[src/rtl/bitwise_logic_seq_if.sv]
// Operand/result bundle for the sliced bitwise logic unit.
// Handshake: start is a request sampled only while the unit is idle; done is a one-cycle completion pulse.
interface bitwise_logic_seq_if #(
  parameter int N = 32
);
  logic         start;
  logic [2:0]   op;
  logic [N-1:0] A;
  logic [N-1:0] B;
  logic         busy;
  logic         done;
  logic [N-1:0] C;
  logic         parity;
  logic         zero;

  modport master (
    output start, op, A, B,
    input  busy, done, C, parity, zero
  );

  modport slave (
    input  start, op, A, B,
    output busy, done, C, parity, zero
  );
endinterface

[src/rtl/bitwise_logic_seq.sv]
// Multi-cycle bitwise logic unit: latches operands on start and processes W bits per clock, LSB-first.
// Result, parity and zero update only on the completion edge.
module bitwise_logic_seq #(
  parameter int N = 32,
  parameter int W = 8
) (
  input  logic               clk,
  input  logic               rst,
  bitwise_logic_seq_if.slave bus,
  output logic [1:0]         dbg_state
);
  localparam int K  = N / W;
  localparam int CW = (K > 1) ? $clog2(K) : 1;

  if (N % W != 0) begin : g_bad_w
    $error("bitwise_logic_seq: N must be a multiple of W");
  end

  typedef enum logic [1:0] {
    IDLE = 2'd0,
    BUSY = 2'd1,
    DONE = 2'd2
  } state_t;

  state_t        state, state_next;
  logic [CW-1:0] cnt;
  logic [N-1:0]  a_q, b_q;
  logic [2:0]    op_q;
  logic [N-1:0]  res;
  logic [N-1:0]  res_next;
  logic [N-1:0]  c_q;
  logic          parity_q, zero_q;
  logic [W-1:0]  a_s, b_s, slice;
  logic [N+W-1:0] res_cat;
  logic          last;

  assign last = (cnt == CW'(K - 1));

  always_ff @(posedge clk) begin
    if (rst) state <= IDLE;
    else     state <= state_next;
  end

  always_comb begin
    state_next = state;
    case (state)
      IDLE:    if (bus.start) state_next = BUSY;
      BUSY:    if (last)      state_next = DONE;
      DONE:    state_next = IDLE;
      default: state_next = IDLE;
    endcase
  end

  // Operands shift right every slice, so the current slice is always the low W bits.
  assign a_s = a_q[W-1:0];
  assign b_s = b_q[W-1:0];

  always_comb begin
    slice = '0;
    case (op_q)
      3'b000: slice = a_s & b_s;
      3'b001: slice = a_s | b_s;
      3'b010: slice = a_s ^ b_s;
      3'b011: slice = ~(a_s | b_s);
      3'b100: slice = ~(a_s ^ b_s);
      3'b101: slice = ~(a_s & b_s);
      3'b110: slice = ~a_s;
      3'b111: slice = a_s & ~b_s;
      default: slice = '0;
    endcase
  end

  // New slice enters at the top; after K slices slice 0 sits at the bottom. Also correct for K == 1.
  assign res_cat  = {slice, res};
  assign res_next = N'(res_cat >> W);

  always_ff @(posedge clk) begin
    if (rst) begin
      cnt      <= '0;
      a_q      <= '0;
      b_q      <= '0;
      op_q     <= '0;
      res      <= '0;
      c_q      <= '0;
      parity_q <= 1'b0;
      zero_q   <= 1'b0;
    end else begin
      case (state)
        IDLE: begin
          if (bus.start) begin
            a_q  <= bus.A;
            b_q  <= bus.B;
            op_q <= bus.op;
            cnt  <= '0;
          end
        end
        BUSY: begin
          res <= res_next;
          a_q <= a_q >> W;
          b_q <= b_q >> W;
          if (last) begin
            c_q      <= res_next;
            parity_q <= ^res_next;
            zero_q   <= (res_next == '0);
          end else begin
            cnt <= cnt + 1'b1;
          end
        end
        default: ;
      endcase
    end
  end

  assign bus.busy   = (state == BUSY);
  assign bus.done   = (state == DONE);
  assign bus.C      = c_q;
  assign bus.parity = parity_q;
  assign bus.zero   = zero_q;
  assign dbg_state  = state;
endmodule
[src/flat_wrapper.sv]
// flat-port wrapper written by rule: the top's interface ports become plain ports
module bitwise_logic_seq_flat 
#(
  parameter int N = 32,
  parameter int W = 8
)
  (clk, rst, dbg_state, bus_start, bus_op, bus_A, bus_B, bus_busy, bus_done, bus_C, bus_parity, bus_zero);
  bitwise_logic_seq_if #(.N(N)) bus_i ();
  input  logic clk;
  input  logic rst;
  output logic [1:0] dbg_state;
  input wire logic [$bits(bus_i.start)-1:0] bus_start;
  input wire logic [$bits(bus_i.op)-1:0] bus_op;
  input wire logic [$bits(bus_i.A)-1:0] bus_A;
  input wire logic [$bits(bus_i.B)-1:0] bus_B;
  output wire logic [$bits(bus_i.busy)-1:0] bus_busy;
  output wire logic [$bits(bus_i.done)-1:0] bus_done;
  output wire logic [$bits(bus_i.C)-1:0] bus_C;
  output wire logic [$bits(bus_i.parity)-1:0] bus_parity;
  output wire logic [$bits(bus_i.zero)-1:0] bus_zero;
  assign bus_i.start = bus_start;
  assign bus_i.op = bus_op;
  assign bus_i.A = bus_A;
  assign bus_i.B = bus_B;
  assign bus_busy = bus_i.busy;
  assign bus_done = bus_i.done;
  assign bus_C = bus_i.C;
  assign bus_parity = bus_i.parity;
  assign bus_zero = bus_i.zero;
  bitwise_logic_seq #(.N(N), .W(W)) u_core (.clk(clk), .rst(rst), .bus(bus_i), .dbg_state(dbg_state));
endmodule
[config.mk]
export PLATFORM = sky130hd
export DESIGN_NAME = bitwise_logic_seq_flat
export DESIGN_NICKNAME = d
export VERILOG_FILES = /design/src/rtl/bitwise_logic_seq_if.sv /design/src/rtl/bitwise_logic_seq.sv /design/src/flat_wrapper.sv
export SDC_FILE = /design/constraint.sdc
export NUM_CORES = 1
export LEC_CHECK = 0
export CAP_MARGIN = 25
export CORE_ASPECT_RATIO = 0.5
export CORE_MARGIN = 3
export CORE_UTILIZATION = 49
export CTS_CLUSTER_SIZE = 10
export DETAILED_ROUTE_END_ITERATION = 7
export GPL_TIMING_DRIVEN = 0
export PLACE_DENSITY = 0.83
export SLEW_MARGIN = 20
export SYNTH_ARGS = -nofsm -noshare
export SYNTH_HDL_FRONTEND = slang
export SYNTH_SLANG_ARGS = --single-unit
[constraint.sdc]
create_clock -name clk -period 2.6 [get_ports clk]
set_input_delay 0.39 -clock clk [delete_from_list [all_inputs] [get_ports clk]]
set_output_delay 0.39 -clock clk [all_outputs]
set_load 0.01 [all_outputs]
### Yosys cells after proc, flatten, opt, wreduce, memory -nomap -nowiden

Cells that the tools add are included.
Widths: inputs -> output; s select.

| storage, ports and cells | value |
|---|---|
| register bits after elaboration | 137 |
| input port bits | 70 |
| output and inout port bits | 38 |
| logic and storage cells | 53 |

| operators by class | value |
|---|---|
| add/subtract/negate cells | 1 |
| equality and inequality tests | 13 |
| mux-type cells | 11 |
| bitwise logic cells | 9 |
| reductions and logical operators | 10 |

Operator list:

| kind | count |
|---|---|
| $pmux 32 s2 | 2 |
| $mux 32 | 2 |
| $pmux 8 s8 | 1 |
| $not 8->8 | 5 |
| $logic_not 32->1 | 1 |
| $reduce_xor 32->1 | 1 |
| $and 8x8->8 | 2 |
| $eq 3x3->1 const B | 4 |
| $mux 2 | 4 |
| $or 8x8->8 | 1 |
| $pmux 2 s2 | 2 |
| $reduce_and 2->1 | 4 |
| $xor 8x8->8 | 1 |
| $eq 3x2->1 const B | 2 |
| $eq 2x2->1 const B | 2 |
| $ne 2x2->1 const B | 2 |
| $eq 3x1->1 const B | 1 |
| $logic_not 3->1 | 1 |
| $reduce_and 3->1 | 1 |
| $add 2x1->2 const B | 1 |
| $eq 2x1->1 const B | 1 |
| $logic_not 2->1 | 1 |
| $ne 2x1->1 const B | 1 |
| $reduce_bool 2->1 | 1 |

### Logic depth before layout (Yosys ltp)

| logic depth | value |
|---|---|
| word-level depth | 4 |
| mapped depth | 13 |
| gate-level depth less buffers | 12 |

### Worst setup path before layout

Ideal clock, no wire load.

| timing path | value |
|---|---|
| path kind | register to register |
| start point | register u_core.a_q[2] |
| end point | register u_core.parity_q (netlist: u_core.bus.parity) |
| setup time | 0.086 ns |
| arrival | 2.467 ns |
| data required time | 2.514 ns |
| setup slack | 0.048 ns |
| stages on the path, launching flop included | 13 |
| path buffers | 0 |
| clock period less this slack | 2.552 ns |
| cells stage by stage | dfxtp_1 -> inv_1 -> ha_1 -> or4bb_1 -> o211ai_1 -> o21ai_0 -> and2_4 -> ha_1 -> xnor2_1 -> xnor2_1 -> xnor2_1 -> xnor2_1 -> a211oi_1 |

| on the way | value |
|---|---|
| longest elaborated chain between the ends | 4 |
| elaborated cells on any way between the ends | 10 |
| those cells by class | mux (1); bitwise (8); reduce/logical (1) |

RTL lines:

| what | line | RTL |
|---|---|---|
| from (decl) | bitwise_logic_seq.sv:27 | `logic [N-1:0] a_q, b_q;` |
| from (signal assigned) | bitwise_logic_seq.sv:91 | `a_q <= bus.A;` |
| from (signal assigned) | bitwise_logic_seq.sv:99 | `a_q <= a_q >> W;` |
| $and 8x8->8 (tied with other cells) | bitwise_logic_seq.sv:61, bitwise_logic_seq.sv:66 |  |
| $not 8->8, on equally long branches | bitwise_logic_seq.sv:66, bitwise_logic_seq.sv:64, bitwise_logic_seq.sv:65 |  |
| $pmux 8 s8 * | bitwise_logic_seq.sv:60 | `case (op_q)` |
| $reduce_xor 32->1 * | bitwise_logic_seq.sv:103 | `parity_q <= ^res_next;` |
| to (signal assigned) | bitwise_logic_seq.sv:103 |  |
| to (decl) | bitwise_logic_seq.sv:32 | `logic parity_q, zero_q;` |

Mark *: on every way between the ends. The rest lies on a longest branch, timed or not.
A chain may end at the register's enable or synchronous reset.

### Worst setup path in the final report

| timing path | value |
|---|---|
| start point | register u_core.b_q[1] |
| end point | register u_core.parity_q (netlist: u_core.bus.parity) |

| on the way | value |
|---|---|
| longest elaborated chain between the ends | 4 |
| elaborated cells on any way between the ends | 10 |
| those cells by class | mux (1); bitwise (8); reduce/logical (1) |

RTL lines:

| what | line | RTL |
|---|---|---|
| from (decl) | bitwise_logic_seq.sv:27 |  |
| from (signal assigned) | bitwise_logic_seq.sv:92 | `b_q <= bus.B;` |
| from (signal assigned) | bitwise_logic_seq.sv:100 | `b_q <= b_q >> W;` |
| $not 8->8 (tied with other cells) | bitwise_logic_seq.sv:68 | `3'b111: slice = a_s & ~b_s;` |
| $and 8x8->8 (tied with other cells) | bitwise_logic_seq.sv:68 |  |
| $pmux 8 s8 * | bitwise_logic_seq.sv:60 |  |
| $reduce_xor 32->1 * | bitwise_logic_seq.sv:103 |  |

Marked as above.

==> results_dict.tcl <==
set metrics [dict create \
    status "finished with violations" \
    violations "setup timing" \
    worst-path-max-fanout 3 \
    die_w_um 172 \
    die_h_um 89.2 \
    drive_gt1_share_pct 12.0 \
    rsz0062_at_grt "yes" \
    antenna_found_initial 0 \
    slew_headroom_pct 49.0 \
    synth.distinct_cells 51 \
    drt_iter0_drc 528 \
    async_flop_share_pct 0 \
    crit_arrival_ns 2.98 \
    ys_seq_elements 129 \
    multi_input_comb_area_um2 3810 \
    max_freq_ghz 0.377 \
    crit_required_ns 2.93 \
    ant_nets 0 \
    post-route-period-util_pct 102 \
    syn_inst 879 \
    drc_errors 0 \
    grt_pass1_wl_mm 30.3 \
    r2r_slack_ns -0.05 \
    max-cap-violations 0 \
    yosys.area.top_type_share_pct 38.1 \
    yosys-top-cells-count "nor2_1 (169), dfxtp_1 (129), a21oi_1 (98), nand2_1 (95), nor2b_1 (50)" \
    fill_cells 1087 \
    grt_pass1_vias 6224 \
    cts.clk_slew.worst_paths_ns 0.06 \
    clockRootBuffer "clkbuf_16" \
    finalMaxSlewViolations 0 \
    cts.sinks 129 \
    synth_nets 990 \
    portBuffers 106 \
    finalNetCount 1129 \
    stdcell_count 1216 \
    dieArea_um2 15400 \
    path_class "flip-flop to flip-flop" \
    synth_edf_count 0 \
    hold_viol_final 0 \
    syn_to_final_growth_pct 31.7 \
    viasPerCell 5.37 \
    firstDrtPassIters 5 \
    power_density_nw_per_um2 637 \
    cts_tree "built" \
    worstMarginPinSlew_ns 0.765 \
    whs_ns 0.424 \
    p_leak_nw 3.46 \
    fin_ws_ns -0.0510 \
    yosysTopAreaCell "dfxtp_1" \
    insertedDiodeCount 0 \
    htreeDepth 4 \
    ys_warn_count 0 \
    ctsHoldBuffers 0 \
    synth.area.top_cells "dfxtp_1 (38%), nor2_1 (9.4%), ha_1 (7.6%)" \
    place_hpwl_mm 13.6 \
    drt-total-wl_mm 18.9 \
    setup_tns_ns -0.0510 \
    clockBufferDepth 2 \
    gp_congestion 0.850 \
    via_count 6526 \
    yosysSeqAreaShare_pct 38.1 \
    grtUsageTotal_pct 24.8 \
    place_inst 1171 \
    pin_count 108 \
    grt_max_degree 17 \
    numCtsBuffers 17 \
    fin_crit_ns 2.65 \
    crit_path_start_kind "flip-flop" \
    setup_viol 1 \
    clk_latency_ns 0.42 \
    vdd_ir_drop_max_mv 0.356 \
    yosysMostFrequentCell "nor2_1" \
    skew_ns 0.00903 \
    syn_area_um2 6780 \
    register_area_um2 2600 \
    endpoint_kind "flip-flop" \
    overflow 0 \
    synth-main-ff-cell "dfxtp_1" \
    hold_class "primary input to flip-flop" \
    avgSynthCellArea_um2 7.71 \
    initial_core_util_pct 51.7 \
    wire_per_inst_um 15.6 \
    fp.coreArea_um2 13100 \
    std_cell_rows 29 \
]
[cell usage in the layout (no fill, tap or decap), drive strengths merged, types with 7 or more instances in the layout]
cell | synthesis | layout
a21oi | 100 | 100
nor2 | 170 | 170
nand2 | 95 | 95
a22oi | 18 | 18
xnor2 | 13 | 13
inv | 46 | 48
a211oi | 26 | 26
nor3 | 32 | 32
nand4 | 7 | 7
buf | 31 | 44
o21ai | 9 | 9
ha | 41 | 41
nor2b | 50 | 50
dfxtp | 129 | 129
clkdlybuf4s50 | 0 | 106
clkbuf | 38 | 59
[sequential cells by signal, summed over array words and instances (netlist names)]
name               cells
u_core.bus.parity      1
u_core.a_q            32
u_core.cnt             2
u_core.op_q            3
u_core.bus.C          32
u_core.bus.zero        1
u_core.dbg_state       2
u_core.b_q            32
u_core.res            24
[power breakdown]
| group | switching (mW) | internal (mW) | total, mW | leakage, nW |
|---|---|---|---|---|
| logic | 0.574 | 0.556 | 1.13 | 2.12 |
| registers | 0.0759 | 2.08 | 2.16 | 1.06 |
| clock network | 0.937 | 1.46 | 2.40 | 0.279 |
[cells by family (layout without fill, tap and decap cells)]
family	Yosys count	after routing	share of synthesized area, %
xor+xnor	18	18	2.33
simple gates	380	380	25.2
compound gates	184	184	17.2
flops	129	129	38.1
fa+ha+maj	41	41	7.57
mux	12	12	2.22
buf+inv	115	266	7.40
[stage by stage]
stage	cell area [µm²]	utilization [%]	setup WS, ns	power (mW)
2_1_floorplan	6780	-	0.0476	2.88
3_3_place_gp	8070	61.6	-0.144	3.15
3_5_place_dp	8070	61.6	-0.208	3.18
4_1_cts	8780	67.0	0.00170	5.60
5_1_grt	8930	68.2	-0.129	5.90
6_report	8930	68.2	-0.0510	5.69
[critical path, cell delays in order (launching register included)]
cell      delay (ns)
dfxtp_4         0.35
inv_4           0.07
ha_4            0.20
mux2_4          0.27
o211ai_1        0.24
a222oi_1        0.14
and2_4          0.20
ha_4            0.25
xor2_2          0.15
xnor2_1         0.21
xnor2_1         0.17
xnor2_1         0.10
a211oi_1        0.22
[path summary, 6_finish.rpt]
path | from | end | depth (start not counted)
setup / recovery | u_core.b_q[1] | u_core.bus.parity | 12
hold / removal | rst | u_core.b_q[22] | 2
setup reg to reg | u_core.b_q[1] | u_core.bus.parity | 12
hold reg to reg | u_core.bus.C[4] | u_core.bus.C[4] | 2
[cell type report]
cell class              count  share of cell area [%]
repair buffers            121                    13.1
flip-flops and latches    129                    29.1
clock buffers              20                    5.12
well taps                 186                    2.61
plain buffers              68                    3.85
clock inverters            11                    1.47
multi-input cells         635                    42.7
inverters                  46                    2.02
[metal layers]
metal / share of wire (%) / vias to the layer above / GRT usage [%] / wire, µm
met5: 0 / - / 0 / 0
met2: 48 / 207 / 43.0 / 9080
met4: 1.2 / 0 / 7.39 / 235
met1: 45 / 3079 / 31.6 / 8560
li1: - / 3214 / - / -
met3: 5.6 / 26 / 5.21 / 1050
[timing repair]
| item | CTS | global route |
|---|---|---|
| pin swaps | 16 | 20 |
| endpoints found under the setup margin | 2 | 4 |
| resized for setup | 22 | 24 |
| setup buffers | 8 | 7 |
(Power assumes the default switching activity.)
